<file path="config.mk">
export PLATFORM = sky130hd
export DESIGN_NAME = uart_cmd_parser
export DESIGN_NICKNAME = d
export VERILOG_FILES = /design/src/rtl/uart_cmd_parser_pkg.sv /design/src/rtl/uart_cmd_parser_hex_ascii_decode.sv /design/src/rtl/uart_cmd_parser.sv
export SDC_FILE = /design/constraint.sdc
export NUM_CORES = 1
export LEC_CHECK = 0
export ABC_AREA = 1
export ABC_CLOCK_PERIOD_IN_PS = 2900
export BUFFER_PORTS_ARGS = -buffer_cell sky130_fd_sc_hd__buf_2
export CORE_MARGIN = 5
export CORE_UTILIZATION = 60
export CTS_CLUSTER_DIAMETER = 100
export DETAILED_ROUTE_END_ITERATION = 7
export PLACE_DENSITY = 0.94
export SLEW_MARGIN = 30
export SYNTH_ARGS = -nofsm -noshare
export SYNTH_HDL_FRONTEND = slang
export SYNTH_SLANG_ARGS = --single-unit
</file>
<file path="constraint.sdc">
create_clock -name clk -period 2.9 [get_ports clk]
set_input_delay 0.145 -clock clk [delete_from_list [all_inputs] [get_ports clk]]
set_output_delay 0.145 -clock clk [all_outputs]
set_load 0.005 [all_outputs]
</file>
<file path="src/rtl/uart_cmd_parser_pkg.sv">
// uart_cmd_parser_pkg
//   Shared definitions for the ASCII hex command link:
//   ASCII constants, parser state encodings and err_code values.
//   Optional feature macro: UART_CMD_CHECKSUM_EN (adds the CSUM states).
package uart_cmd_parser_pkg;

  localparam logic [7:0] ASCII_CR   = 8'h0D;
  localparam logic [7:0] ASCII_LF   = 8'h0A;
  localparam logic [7:0] ASCII_SP   = 8'h20;
  localparam logic [7:0] ASCII_W_UC = 8'h57;
  localparam logic [7:0] ASCII_W_LC = 8'h77;
  localparam logic [7:0] ASCII_R_UC = 8'h52;
  localparam logic [7:0] ASCII_R_LC = 8'h72;

  localparam logic [1:0] ERR_BAD_CHAR = 2'd1;
  localparam logic [1:0] ERR_TIMEOUT  = 2'd2;
  localparam logic [1:0] ERR_CSUM     = 2'd3;

  // state    | meaning
  // IDLE     | between frames, waiting for a command letter
  // ADDR_HI  | expecting address high nibble
  // ADDR_LO  | expecting address low nibble
  // DATA_HI  | expecting data high nibble (write only)
  // DATA_LO  | expecting data low nibble (write only)
  // CSUM_HI  | expecting checksum high nibble (checksum build only)
  // CSUM_LO  | expecting checksum low nibble (checksum build only)
  // TERM     | expecting CR or LF to execute
  // SYNC     | recovering from a bad byte, discarding until CR or LF
  typedef enum logic [3:0] {
    ST_IDLE    = 4'd0,
    ST_ADDR_HI = 4'd1,
    ST_ADDR_LO = 4'd2,
    ST_DATA_HI = 4'd3,
    ST_DATA_LO = 4'd4,
    ST_TERM    = 4'd5,
    ST_SYNC    = 4'd6
`ifdef UART_CMD_CHECKSUM_EN
    ,
    ST_CSUM_HI = 4'd7,
    ST_CSUM_LO = 4'd8
`endif
  } state_e;

  function automatic logic is_term(input logic [7:0] b);
    return (b == ASCII_CR) || (b == ASCII_LF);
  endfunction

endpackage

</file>
<file path="src/rtl/uart_cmd_parser_hex_ascii_decode.sv">
// hex_ascii_decode
//   Combinational ASCII hex digit decoder (0-9, A-F, a-f).
//   Ports: byte_i   - received byte
//          nibble_o - decoded value, 0 when not a hex digit
//          is_hex_o - byte is a valid hex digit
module hex_ascii_decode (
  input  logic [7:0] byte_i,
  output logic [3:0] nibble_o,
  output logic       is_hex_o
);

  always_comb begin
    nibble_o = 4'h0;
    is_hex_o = 1'b0;
    if (byte_i >= 8'h30 && byte_i <= 8'h39) begin
      nibble_o = byte_i[3:0];
      is_hex_o = 1'b1;
    end else if ((byte_i >= 8'h41 && byte_i <= 8'h46) ||
                 (byte_i >= 8'h61 && byte_i <= 8'h66)) begin
      // 'A'/'a' have low nibble 1, so +9 maps them to 10
      nibble_o = byte_i[3:0] + 4'd9;
      is_hex_o = 1'b1;
    end
  end

endmodule

</file>
<file path="src/rtl/uart_cmd_parser.sv">
// uart_cmd_parser
//   Decodes framed ASCII hex commands from the UART receiver:
//     'W' AH AL DH DL term -> wr_en strobe with wr_addr/wr_data
//     'R' AH AL term       -> rd_req strobe with rd_addr
//   Bad bytes, inter-byte timeout and (optionally) checksum failures raise err.
//   Optional feature macro: UART_CMD_CHECKSUM_EN (two checksum digits before term).
//   Ports: clk, rst (sync, active-high), rx_ready/rx_data (byte in),
//          wr_en/wr_addr/wr_data, rd_req/rd_addr, err/err_code, cmd_cnt.
module uart_cmd_parser
  import uart_cmd_parser_pkg::*;
#(
  parameter int TIMEOUT_CYCLES = 100000,
  parameter int TMR_W          = 17
) (
  input  logic       clk,
  input  logic       rst,
  input  logic       rx_ready,
  input  logic [7:0] rx_data,
  output logic       wr_en,
  output logic [7:0] wr_addr,
  output logic [7:0] wr_data,
  output logic       rd_req,
  output logic [7:0] rd_addr,
  output logic       err,
  output logic [1:0] err_code,
  output logic [7:0] cmd_cnt
);

  localparam logic [TMR_W-1:0] TMR_LAST = TMR_W'(TIMEOUT_CYCLES - 1);

`ifdef UART_CMD_CHECKSUM_EN
  localparam state_e ST_AFTER_DIGITS = ST_CSUM_HI;
`else
  localparam state_e ST_AFTER_DIGITS = ST_TERM;
`endif

  state_e           state_q;
  logic             op_wr_q;
  logic [7:0]       addr_q;
  logic [7:0]       data_q;
  logic [TMR_W-1:0] tmr_q;
  logic             wr_en_q, rd_req_q, err_q;
  logic [7:0]       wr_addr_q, wr_data_q, rd_addr_q, cmd_cnt_q;
  logic [1:0]       err_code_q;

  logic [3:0]       rx_nib;
  logic             rx_is_hex;

  hex_ascii_decode u_hex (
    .byte_i   (rx_data),
    .nibble_o (rx_nib),
    .is_hex_o (rx_is_hex)
  );

`ifdef UART_CMD_CHECKSUM_EN
  logic [7:0] csum_q;
  logic       csum_ok;
  assign csum_ok = (csum_q == (op_wr_q ? (addr_q ^ data_q) : addr_q));
`endif

  always_ff @(posedge clk) begin
    if (rst) begin
      state_q    <= ST_IDLE;
      op_wr_q    <= 1'b0;
      addr_q     <= '0;
      data_q     <= '0;
      tmr_q      <= '0;
      wr_en_q    <= 1'b0;
      rd_req_q   <= 1'b0;
      err_q      <= 1'b0;
      wr_addr_q  <= '0;
      wr_data_q  <= '0;
      rd_addr_q  <= '0;
      err_code_q <= '0;
      cmd_cnt_q  <= '0;
`ifdef UART_CMD_CHECKSUM_EN
      csum_q     <= '0;
`endif
    end else begin
      wr_en_q  <= 1'b0;
      rd_req_q <= 1'b0;
      err_q    <= 1'b0;
      // A byte always wins over a coincident timer expiry
      if (rx_ready) begin
        tmr_q <= '0;
        case (state_q)
          ST_IDLE: begin
            if (rx_data == ASCII_W_UC || rx_data == ASCII_W_LC) begin
              op_wr_q <= 1'b1;
              state_q <= ST_ADDR_HI;
            end else if (rx_data == ASCII_R_UC || rx_data == ASCII_R_LC) begin
              op_wr_q <= 1'b0;
              state_q <= ST_ADDR_HI;
            end else if (!(is_term(rx_data) || rx_data == ASCII_SP)) begin
              err_q      <= 1'b1;
              err_code_q <= ERR_BAD_CHAR;
              state_q    <= ST_SYNC;
            end
          end
          ST_TERM: begin
            if (is_term(rx_data)) begin
              state_q <= ST_IDLE;
`ifdef UART_CMD_CHECKSUM_EN
              if (!csum_ok) begin
                err_q      <= 1'b1;
                err_code_q <= ERR_CSUM;
              end else
`endif
              if (op_wr_q) begin
                wr_en_q   <= 1'b1;
                wr_addr_q <= addr_q;
                wr_data_q <= data_q;
                cmd_cnt_q <= cmd_cnt_q + 8'd1;
              end else begin
                rd_req_q  <= 1'b1;
                rd_addr_q <= addr_q;
                cmd_cnt_q <= cmd_cnt_q + 8'd1;
              end
            end else begin
              err_q      <= 1'b1;
              err_code_q <= ERR_BAD_CHAR;
              state_q    <= ST_SYNC;
            end
          end
          ST_SYNC: begin
            if (is_term(rx_data)) state_q <= ST_IDLE;
          end
          default: begin
            // remaining states all expect a hex digit
            if (!rx_is_hex) begin
              err_q      <= 1'b1;
              err_code_q <= ERR_BAD_CHAR;
              state_q    <= ST_SYNC;
            end else begin
              case (state_q)
                ST_ADDR_HI: begin
                  addr_q  <= {addr_q[3:0], rx_nib};
                  state_q <= ST_ADDR_LO;
                end
                ST_ADDR_LO: begin
                  addr_q  <= {addr_q[3:0], rx_nib};
                  state_q <= op_wr_q ? ST_DATA_HI : ST_AFTER_DIGITS;
                end
                ST_DATA_HI: begin
                  data_q  <= {data_q[3:0], rx_nib};
                  state_q <= ST_DATA_LO;
                end
                ST_DATA_LO: begin
                  data_q  <= {data_q[3:0], rx_nib};
                  state_q <= ST_AFTER_DIGITS;
                end
`ifdef UART_CMD_CHECKSUM_EN
                ST_CSUM_HI: begin
                  csum_q  <= {csum_q[3:0], rx_nib};
                  state_q <= ST_CSUM_LO;
                end
                ST_CSUM_LO: begin
                  csum_q  <= {csum_q[3:0], rx_nib};
                  state_q <= ST_TERM;
                end
`endif
                default: state_q <= ST_IDLE;
              endcase
            end
          end
        endcase
      end else if (state_q != ST_IDLE && state_q != ST_SYNC) begin
        if (tmr_q == TMR_LAST) begin
          err_q      <= 1'b1;
          err_code_q <= ERR_TIMEOUT;
          state_q    <= ST_IDLE;
          tmr_q      <= '0;
        end else begin
          tmr_q <= tmr_q + TMR_W'(1);
        end
      end
    end
  end

  assign wr_en    = wr_en_q;
  assign wr_addr  = wr_addr_q;
  assign wr_data  = wr_data_q;
  assign rd_req   = rd_req_q;
  assign rd_addr  = rd_addr_q;
  assign err      = err_q;
  assign err_code = err_code_q;
  assign cmd_cnt  = cmd_cnt_q;

endmodule

</file>
### Word-level counts from Yosys, hierarchy flattened

Cells that the tools add are included.

| word-level totals | value |
|---|---|
| flip-flop bits (word level) | 75 |
| input port bits | 11 |
| output and inout port bits | 37 |
| word-level logic and storage cells | 116 |

| cells by class | value |
|---|---|
| add/subtract/negate cells | 3 |
| $lt $le $gt $ge | 6 |
| eq/ne operators | 23 |
| muxes and demuxes | 39 |
| bitwise operators | 5 |
| reductions and logical operators | 27 |

Operator list:

| kind | count |
|---|---|
| $mux 4 | 9 |
| $eq 8x7->1 const B | 4 |
| $reduce_and 4->1 | 5 |
| $add 17x1->17 const B | 1 |
| $eq 17x17->1 const B | 1 |
| $mux 17 | 1 |
| $eq 8x4->1 const B | 2 |
| $ge 8x7->1 const B | 2 |
| $le 8x7->1 const B | 2 |
| $mux 2 | 8 |
| $ne 3x3->1 const B | 5 |
| $mux 1 | 14 |
| $eq 4x3->1 const B | 3 |
| $pmux 3 s4 | 1 |
| $pmux 4 s3 | 1 |
| $mux 3 | 3 |
| $add 8x1->8 const B | 1 |
| $eq 4x2->1 const B | 2 |
| $eq 8x6->1 const B | 1 |
| $ge 8x6->1 const B | 1 |
| $le 8x6->1 const B | 1 |
| $reduce_and 8->1 | 1 |
| $pmux 2 s3 | 1 |
| $reduce_and 3->1 | 2 |
| 16 further kinds | 31 |

### Depth between registers and ports, before layout

Gate-level depths: netlist of the first run.

| logic depth | value |
|---|---|
| depth in word-level cells | 8 |
| gate-level depth with buffers | 12 |
| mapped depth without buffers | 12 |

### Cells and area by module

A second synthesis of the first run with hierarchy kept.

| second synthesis, totals | value |
|---|---|
| cell total of the unflattened synthesis | 513 |
| area, all modules | 3535.9 um^2 |

By module, submodules not included:

| module | times used | cells an instance | area an instance (um^2) | seq. area each (um^2) |
|---|---|---|---|---|
| uart_cmd_parser | 1 | 480 | 3360.7 | 1481.4 |
| hex_ascii_decode | 1 | 33 | 175.2 | 0.0 |

### Least setup slack after synthesis of the first run

Ideal clock, no wire load.

| timing path | value |
|---|---|
| kind | reg2reg |
| start | register tmr_q[0] |
| end | register tmr_q[12] |
| library setup time | 0.070 ns |
| arrival | 1.355 ns |
| required time | 2.830 ns |
| setup slack | 1.475 ns |
| stages on the path, launching flop included | 10 |
| buffers on the path | 0 |
| clock period less this slack | 1.425 ns |
| cell sequence | dfxtp_1 > ha_1 > nand2_1 > inv_1 > nand3_1 > nor3_2 > nand3_1 > nor2_1 > nand2_1 > a21oi_1 |

| on the way | value |
|---|---|
| longest elaborated chain between the ends | 2 |

Ends and longest elaborated chain:

| what | RTL line | RTL |
|---|---|---|
| from (decl) | uart_cmd_parser.sv:41 | `logic [TMR_W-1:0] tmr_q;` |
| from (signal assigned) | uart_cmd_parser.sv:174 | `tmr_q <= tmr_q + TMR_W'(1);` |
| $add 17x1->17 / $eq 17x17->1 (equally long branches) | uart_cmd_parser.sv:174, uart_cmd_parser.sv:168 |  |
| $mux 17 (*) | uart_cmd_parser.sv:168 | `if (tmr_q == TMR_LAST) begin` |

Mark *: on every way between the ends. The rest lies on a longest branch, timed or not.
A chain may end at the register's enable or synchronous reset.

### Final worst setup path of the first run

| timing path | value |
|---|---|
| start | register state_q[2] |
| end | register wr_data_q[5] (netlist: wr_data[5]) |

| on the way | value |
|---|---|
| longest elaborated chain between the ends | 2 |

Ends and longest elaborated chain:

| what | RTL line | RTL |
|---|---|---|
| from (decl) | uart_cmd_parser.sv:37 | `state_e state_q;` |
| from (signal assigned) | uart_cmd_parser.sv:142 | `state_q <= op_wr_q ? ST_DATA_HI : ST_AFTER_DIGITS;` |
| $eq 4x3->1 | uart_cmd_parser.sv:86 | `case (state_q)` |
| $reduce_and 4->1 (no line) | n/a |  |
| to (signal assigned) | uart_cmd_parser.sv:112 | `wr_data_q <= data_q;` |
| to (decl) | uart_cmd_parser.sv:43 | `logic [7:0] wr_addr_q, wr_data_q, rd_addr_q, cmd_cnt_q;` |

No other way between the ends.

==> impl_metrics.env, run 1 <==
export IMPL_synthAdderAreaFrac=0.02042
export IMPL_ctsResizeCount=0
export IMPL_worst_hold_path_type="in2reg"
export IMPL_yosys_area_top_type_share=0.4029
export IMPL_p_clk_frac=0.405
export IMPL_viasPerCell=5.622
export IMPL_worstReg2RegEnd="wr_data[5]"
export IMPL_powerDensity_mw_per_mm2=488.4
export IMPL_met2_length_um=4056
export IMPL_end_kind="flip-flop"
export IMPL_status="finished clean"
export IMPL_yosys_top_cells_area="dfxtp_1 40%, nand2_1 7.6%, nor2_1 7.0%"
export IMPL_cp_max_fo=32
export IMPL_hold_viol=0
export IMPL_finalWorstSetupSlack_ns=0.9691
export IMPL_seq_area_mm2=0.001481
export IMPL_track_usage=0.2377
export IMPL_grt_remaining_overflow=0
export IMPL_initial_core_util=0.6174
export IMPL_setup_viol=0
export IMPL_post_place_cells=601
export IMPL_r2r_setup_slack_ns=0.97
export IMPL_crit_end="wr_data[5]"
export IMPL_synthMuxAreaShare=0
export IMPL_ys_ff_latch=74
export IMPL_dp_hpwl_um=6156
export IMPL_clock_latency_ns=0.36
export IMPL_ir_drop_uv=408.3
export IMPL_cts_root_buf="clkbuf_8"
export IMPL_grt_start_max_net_pins=36
export IMPL_seq_power_share=0.516
export IMPL_rows=28
export IMPL_arrival_ns=2.20
export IMPL_cpMaxStageDelayCell="dfxtp_1"
export IMPL_rsz0062_at_grt="no"
export IMPL_tightest_slew_ns=0.5057
export IMPL_yosys_area_share_simple=0.2896
export IMPL_cp_start_kind="flip-flop"
export IMPL_synth_compound_area_frac=0.1786
export IMPL_synthArstFlopShare=0
export IMPL_preCtsSetupSlack_ns=0.9979
export IMPL_synth_edff_count=0
export IMPL_grt_pass1_wl_um=14800
export IMPL_synth_xor_area_frac=0.009527
export IMPL_finalMaxSlewViolations=0
export IMPL_nets=554
export IMPL_synth_cell_type_count=42
export IMPL_crit_buf_inv=1
export IMPL_seq_area_frac_synth=0.4029
export IMPL_die_width_um=88.29
export IMPL_p_int_uw=1475
export IMPL_cp_top_family="simple AND/OR/NAND/NOR gates"
export IMPL_vias=3469
export IMPL_maxSlewHeadroom=0.6628
export IMPL_rr_startpoint="state_q[2]"
export IMPL_antenna_found_initial=0
export IMPL_core_region_area_mm2=0.005956
export IMPL_cts_tree="yes"
export IMPL_final_setup_tns_ns=0
export IMPL_grt_pass1_vias=3275
export IMPL_critPathLaunch="state_q[2]"
export IMPL_met1_length_um=3747
export IMPL_ys_warn_count=0
export IMPL_drive_above_1_share=0.1937
export IMPL_fin_crit_sh=0.6658
export IMPL_htreeDepth=3
export IMPL_synth_top_family_by_area="simple AND/OR/NAND/NOR gates"
export IMPL_cts_setup_buffers=0
export IMPL_dr_pass1_iters=5
export IMPL_ctsHoldBuffers=0
export IMPL_remaining_drc_errors=0
export IMPL_synth_fp_nets=509
export IMPL_gp_congestion=0.9416
export IMPL_netSwitchingPower_uw=535.3
export IMPL_cts_sinks=74
export IMPL_required_ns=3.17
export IMPL_final_cells=617
export IMPL_routed_top_layer="met4"
export IMPL_yosysTopAreaCell="dfxtp_1"
export IMPL_hold_slack_ns=0.1895
export IMPL_routedWlPerCell_um=13.95
export IMPL_drt_wl_total_um=8608
export IMPL_max_freq_mhz=517.9
export IMPL_critical_path_max_stage_delay_ns=0.51
export IMPL_comb_power_share=0.080
export IMPL_cp_depth=6
export IMPL_path_clk_slew_ns=0.08
export IMPL_synth_area_per_cell_um2=7.474
export IMPL_dr_wl_met3_um=587
export IMPL_min_period_ns=1.931
export IMPL_pin_count=48
export IMPL_r2r_cells=6
export IMPL_n_fill_cell=482
export IMPL_numPortBuffers=47
export IMPL_path_cells="nand3_1, nor2_4, inv_4, nor2_8, nor2_1, a211oi_2"
export IMPL_finalClockSkew_ns=0.01284
export IMPL_cts_max_path_buffers=2
export IMPL_multi_input_area_mm2=0.001832
export IMPL_fp_dieH_um=88.29
export IMPL_drtIter0Drc=296
export IMPL_die_area_mm2=0.007794
export IMPL_synth_top_flop_cell="dfxtp_1"
export IMPL_setup_worst_path_class="reg2reg"
export IMPL_antennaDiodeCount=0
export IMPL_p_leak_uw=0.001741
export IMPL_cts_made_buffers=9
export IMPL_max_cap_viol_count=0
export IMPL_swShare=0.2663
export IMPL_ant_nets=0
export IMPL_synthCells=492
export IMPL_post_synth_most_frequent_cells="74 x dfxtp_1, 74 x nand2_1, 69 x nor2_1"
export IMPL_areaGrowthSynthToFinish_pct=11.91
export IMPL_synth_area_mm2=0.003677
## cell usage in the layout (no fill, tap or decap), drive strengths merged
cell type  synthesis  layout
a21oi             42      42
xor2               2       2
o21ai             28      28
a311oi             1       1
inv               68      70
a211oi            24      24
o22ai              1       1
nor2              75      75
dfxtp             74      74
a221oi             1       1
clkbuf             6       9
nand3b             2       2
buf                9      49
bufinv             0       1
nand3             36      36
nand2             80      80
a31oi              1       1
nor3b              2       2
nor3              12      12
clkinvlp           0       2
clkinv             0       2
ha                 6       6
or2                3       3
xnor2              2       2
o2111ai            1       1
and3               1       1
nor4               1       1
nand4             13      13
o211ai             1       1
## cell type report
cell class,instances,area share
Inverter,68,0.06263
Clock buffer,9,0.03010
Sequential cell,74,0.3600
Tap cell,75,0.02280
Multi-Input combinational cell,335,0.4451
Clock inverter,7,0.01855
Timing Repair Buffer,49,0.06081
## state kept, by name, indices dropped and copies added, names as in the netlist, 2 cells and up
name and flops:
tmr_q 17, addr_q 8, cmd_cnt 8, data_q 8
rd_addr 8, wr_addr 8, wr_data 8, state_q 3
err_code 2
## power by group through the flow
stage,clock network (µW),registers [µW],logic (µW)
after floorplan,0,1060,123
after global placement,0,1060,151
after detailed placement,0,1060,157
after CTS,816,1040,158
after global routing,867,1040,179
final,813,1040,160
## worst reg2reg max path: stages, from the launching register on
cell      delay (ns)
dfxtp_1         0.51
nand3_1         0.27
nor2_4          0.27
inv_4           0.11
nor2_8          0.42
nor2_1          0.12
a211oi_2        0.16
## how the worst min path moves through the flow
stage	start	endpoint	slack, ns	depth (start not counted)
global placement	data_q[3]	data_q[3]	0.45	2
CTS	rx_ready	state_q[2]	0.18	3
global route	rx_ready	state_q[2]	0.22	3
floorplan	rx_data[3]	data_q[3]	0.43	4
detailed placement	err_code[1]	err_code[1]	0.45	2
finish	rx_ready	state_q[2]	0.19	3
## cells by family after synthesis
group / count (synthesis)
XOR/XNOR: 4
AO/OA/AOI/OAI: 100
buffers and inverters: 83
flip-flops: 74
adder cells (fa/ha/maj): 6
AND/OR/NAND/NOR: 225
## metrics by stage
step	power (µW)	area, µm²	util
after floorplan	1178	3677	-
after global placement	1210	3915	0.6574
after detailed placement	1216	3915	0.6574
after CTS	2010	4115	0.6910
after global routing	2084	4115	0.6910
final	2010	4115	0.6910
## metal layers
layer	up-vias	GRT usage
met2	154	0.3841
met4	0	0.1085
met3	23	0.04655
met1	1567	0.3078
li1	1725	-
met5	-	0
Power figures use the tool's default switching activity.
==> run 2: changes to the inputs <==
ABC_AREA = 0   (was 1)
ABC_CLOCK_PERIOD_IN_PS = 1900   (was 2900)
CORE_UTILIZATION = 57   (was 60)
PLACE_DENSITY = 0.91   (was 0.94)
clock period = 1.9 ns   (was 2.9 ns; I/O delays follow)
==> run 2 against run 1 <==
  * Total power up 58%
  * First-iteration DRC count down 59%
  * Core utilization up 1.3 points
  * Wire length down 4.8%
  * Worst hold slack worse by 0.15 ns
  * Sequential cell count unchanged
  * Largest cell class unchanged
==> impl_metrics.env, run 2 <==
export IMPL_synth_cell_type_count=59
export IMPL_yosys_area_top_type_share=0.4323
export IMPL_end_kind="flip-flop"
export IMPL_clock_latency_ns=0.34
export IMPL_core_region_area_mm2=0.005886
export IMPL_grt_remaining_overflow=0
export IMPL_fin_crit_sh=0.9763
export IMPL_dr_pass1_iters=5
export IMPL_yosysTopAreaCell="dfxtp_1"
export IMPL_finalPower_uw=3171
export IMPL_synthArstFlopShare=0
export IMPL_worstReg2RegEnd="err_code[0]"
export IMPL_drive_above_1_share=0.2368
export IMPL_antennaDiodeCount=0
export IMPL_powerDensity_mw_per_mm2=765.4
export IMPL_regMostFlops="tmr_q"
export IMPL_hold_end="state_q[1]"
export IMPL_max_freq_mhz=539.1
export IMPL_drtIter0Drc=121
export IMPL_hold_viol=0
export IMPL_setup_worst_path_class="reg2reg"
export IMPL_status="finished clean"
export IMPL_grt_start_max_net_pins=48
export IMPL_p_int_uw=2437
export IMPL_track_usage=0.2206
export IMPL_min_delay_start="rst"
export IMPL_rows=28
export IMPL_pin_count=48
export IMPL_arrival_ns=2.09
export IMPL_synth_top_flop_cell="dfxtp_1"
export IMPL_maxSlewHeadroom=0.6005
export IMPL_finalWorstSetupSlack_ns=0.04496
export IMPL_synth_area_mm2=0.003427
export IMPL_viasPerCell=5.633
export IMPL_fp_dieH_um=87.54
export IMPL_grt_pass1_wl_um=13430
export IMPL_p_clk_frac=0.433
export IMPL_post_synth_most_frequent_cells="74 x dfxtp_1, 64 x nand2_1, 53 x nor2_1"
export IMPL_ys_ff_latch=74
export IMPL_ys_warn_count=0
export IMPL_path_clk_slew_ns=0.08
export IMPL_vias=3087
export IMPL_synth_most_common_cell="dfxtp_1"
export IMPL_numPortBuffers=47
export IMPL_cts_made_buffers=9
export IMPL_yosys_top_cells_area="dfxtp_1 43%, nand2_1 7.0%, nor2_1 5.8%"
export IMPL_setup_viol=0
export IMPL_swShare=0.2315
export IMPL_p_leak_uw=0.001600
export IMPL_whs_path_depth=2
export IMPL_tightest_slew_ns=0.5993
export IMPL_synth_edff_count=0
export IMPL_die_width_um=87.54
export IMPL_layout_commonest_cell="dfxtp_1"
export IMPL_ctsHoldBuffers=0
export IMPL_cts_sinks=74
export IMPL_multi_input_area_mm2=0.001832
export IMPL_die_area_mm2=0.007663
export IMPL_fin_util=0.7039
export IMPL_htreeDepth=3
export IMPL_synth_area_per_cell_um2=8.441
export IMPL_r2r_setup_slack_ns=0.04
export IMPL_final_cell_mix="71 x dfxtp_1, 64 x nand2_1, 53 x nor2_1, 47 x buf_2, 34 x a21oi_1"
export IMPL_cts_tree="yes"
export IMPL_critPathLaunch="state_q[2]"
export IMPL_cp_max_fo=6
export IMPL_synth_fp_nets=423
export IMPL_finalClockSkew_ns=0.008028
export IMPL_remaining_drc_errors=0
export IMPL_rr_startpoint="state_q[2]"
export IMPL_min_period_ns=1.855
export IMPL_ir_drop_uv=569.6
export IMPL_initial_core_util=0.5823
export IMPL_netSwitchingPower_uw=734.2
export IMPL_seq_area_mm2=0.001485
export IMPL_seq_area_frac_synth=0.4323
export IMPL_required_ns=2.14
export IMPL_preCtsSetupSlack_ns=-0.1573
export IMPL_max_cap_viol_count=0
export IMPL_finalMaxSlewViolations=0
export IMPL_dp_hpwl_um=5665
export IMPL_cp_start_kind="flip-flop"
export IMPL_synthCells=406
export IMPL_comb_power_share=0.072
export IMPL_areaGrowthSynthToFinish_pct=20.88
export IMPL_r2r_cells=5
export IMPL_largest_register_ffs=17
export IMPL_drt_wl_total_um=8196
export IMPL_ant_nets=0
export IMPL_cts_max_path_buffers=2
export IMPL_grt_pass1_vias=2963
export IMPL_antenna_found_initial=0
export IMPL_cts_root_buf="clkbuf_8"
export IMPL_worst_hold_path_type="in2reg"
export IMPL_routedWlPerCell_um=14.96
export IMPL_nets=485
export IMPL_gp_congestion=0.8827
export IMPL_n_fill_cell=421
export IMPL_seq_power_share=0.496
-- run 2: cell types whose count changed in the layout (fill, tap and decap cells not counted), moves of 12 or more --
| cell | change |
|---|---|
| nand3_1 | -26 |
| buf_4 | +24 |
| mux2i_1 | +12 |
| xnor2_1 | +12 |
| nor2_1 | -16 |
| o21ai_0 | -18 |
| a211oi_2 | -16 |
| inv_1 | -54 |
-- run 2: cells by family (layout without fill, tap and decap cells) --
logic type	count (synthesis)	after routing	synth area share
AND/OR/NAND/NOR	180	180	0.2607
flip-flops	74	74	0.4323
AO/OA/AOI/OAI	75	75	0.1428
adder cells (fa/ha/maj)	6	6	0.02191
XOR/XNOR	26	26	0.06645
multiplexers	12	12	0.03505
buffers and inverters	33	100	0.04089
-- run 2: critical path, stage by stage, from the launching register on --
cell	delay, ns
dfxtp_2	0.35
or4b_4	0.55
or2_2	0.34
o22ai_1	0.15
nor4_1	0.09
o221a_2	0.27
-- run 2: worst max path at each step --
stage	to	cells past startpoint
after floorplan	state_q[0]	7
after global placement	err_code[0]	8
after detailed placement	addr_q[5]	8
after CTS	err_code[0]	5
after global routing	err_code[0]	6
final	err_code[0]	5
-- run 2: power groups by stage --
stage | Combinational [µW] | Sequential, µW | Clock [µW]
5_1_grt | 248 | 1570 | 1480
3_5_place_dp | 216 | 1610 | 0
4_1_cts | 219 | 1570 | 1390
2_1_floorplan | 133 | 1600 | 0
3_3_place_gp | 210 | 1610 | 0
6_report | 227 | 1570 | 1370
-- run 2: cell type report --
| class | count | area share |
|---|---|---|
| Multi-Input combinational cell | 299 | 0.4422 |
| Timing Repair Buffer | 75 | 0.1136 |
| Clock buffer | 10 | 0.03322 |
| Inverter | 9 | 0.008155 |
| Sequential cell | 74 | 0.3585 |
| Tap cell | 75 | 0.02265 |
| Clock inverter | 6 | 0.02175 |
-- run 2: metal layers --
| metal | vias to the layer above | GRT usage | share of wire | wire length (µm) |
|---|---|---|---|---|
| met5 | - | 0 | 0 | 0 |
| met4 | 0 | 0.08926 | 0.017 | 141 |
| met3 | 14 | 0.05927 | 0.055 | 447 |
| met2 | 82 | 0.3767 | 0.51 | 4155 |
| met1 | 1459 | 0.2626 | 0.42 | 3452 |
| li1 | 1532 | - | - | - |
-- run 2: timing repair --
item / in CTS / in global routing
setup endpoints to repair: 7 / 36
pin swaps: 0 / 2
gates resized for setup: 2 / 6
setup buffers: 0 / 1
cloned: 0 / 0
-- run 2: stage by stage --
stage | cell area (µm²) | hold WS [ns] | instances | setup TNS (ns)
finish | 4143 | 0.03711 | 548 | 0
detailed placement | 3877 | 0.3945 | 531 | -2.016
floorplan | 3431 | 0.3655 | 406 | -0.01421
global placement | 3877 | 0.3935 | 531 | -1.012
CTS | 4115 | 0.02572 | 547 | 0
global route | 4143 | 0.02580 | 548 | -0.07744
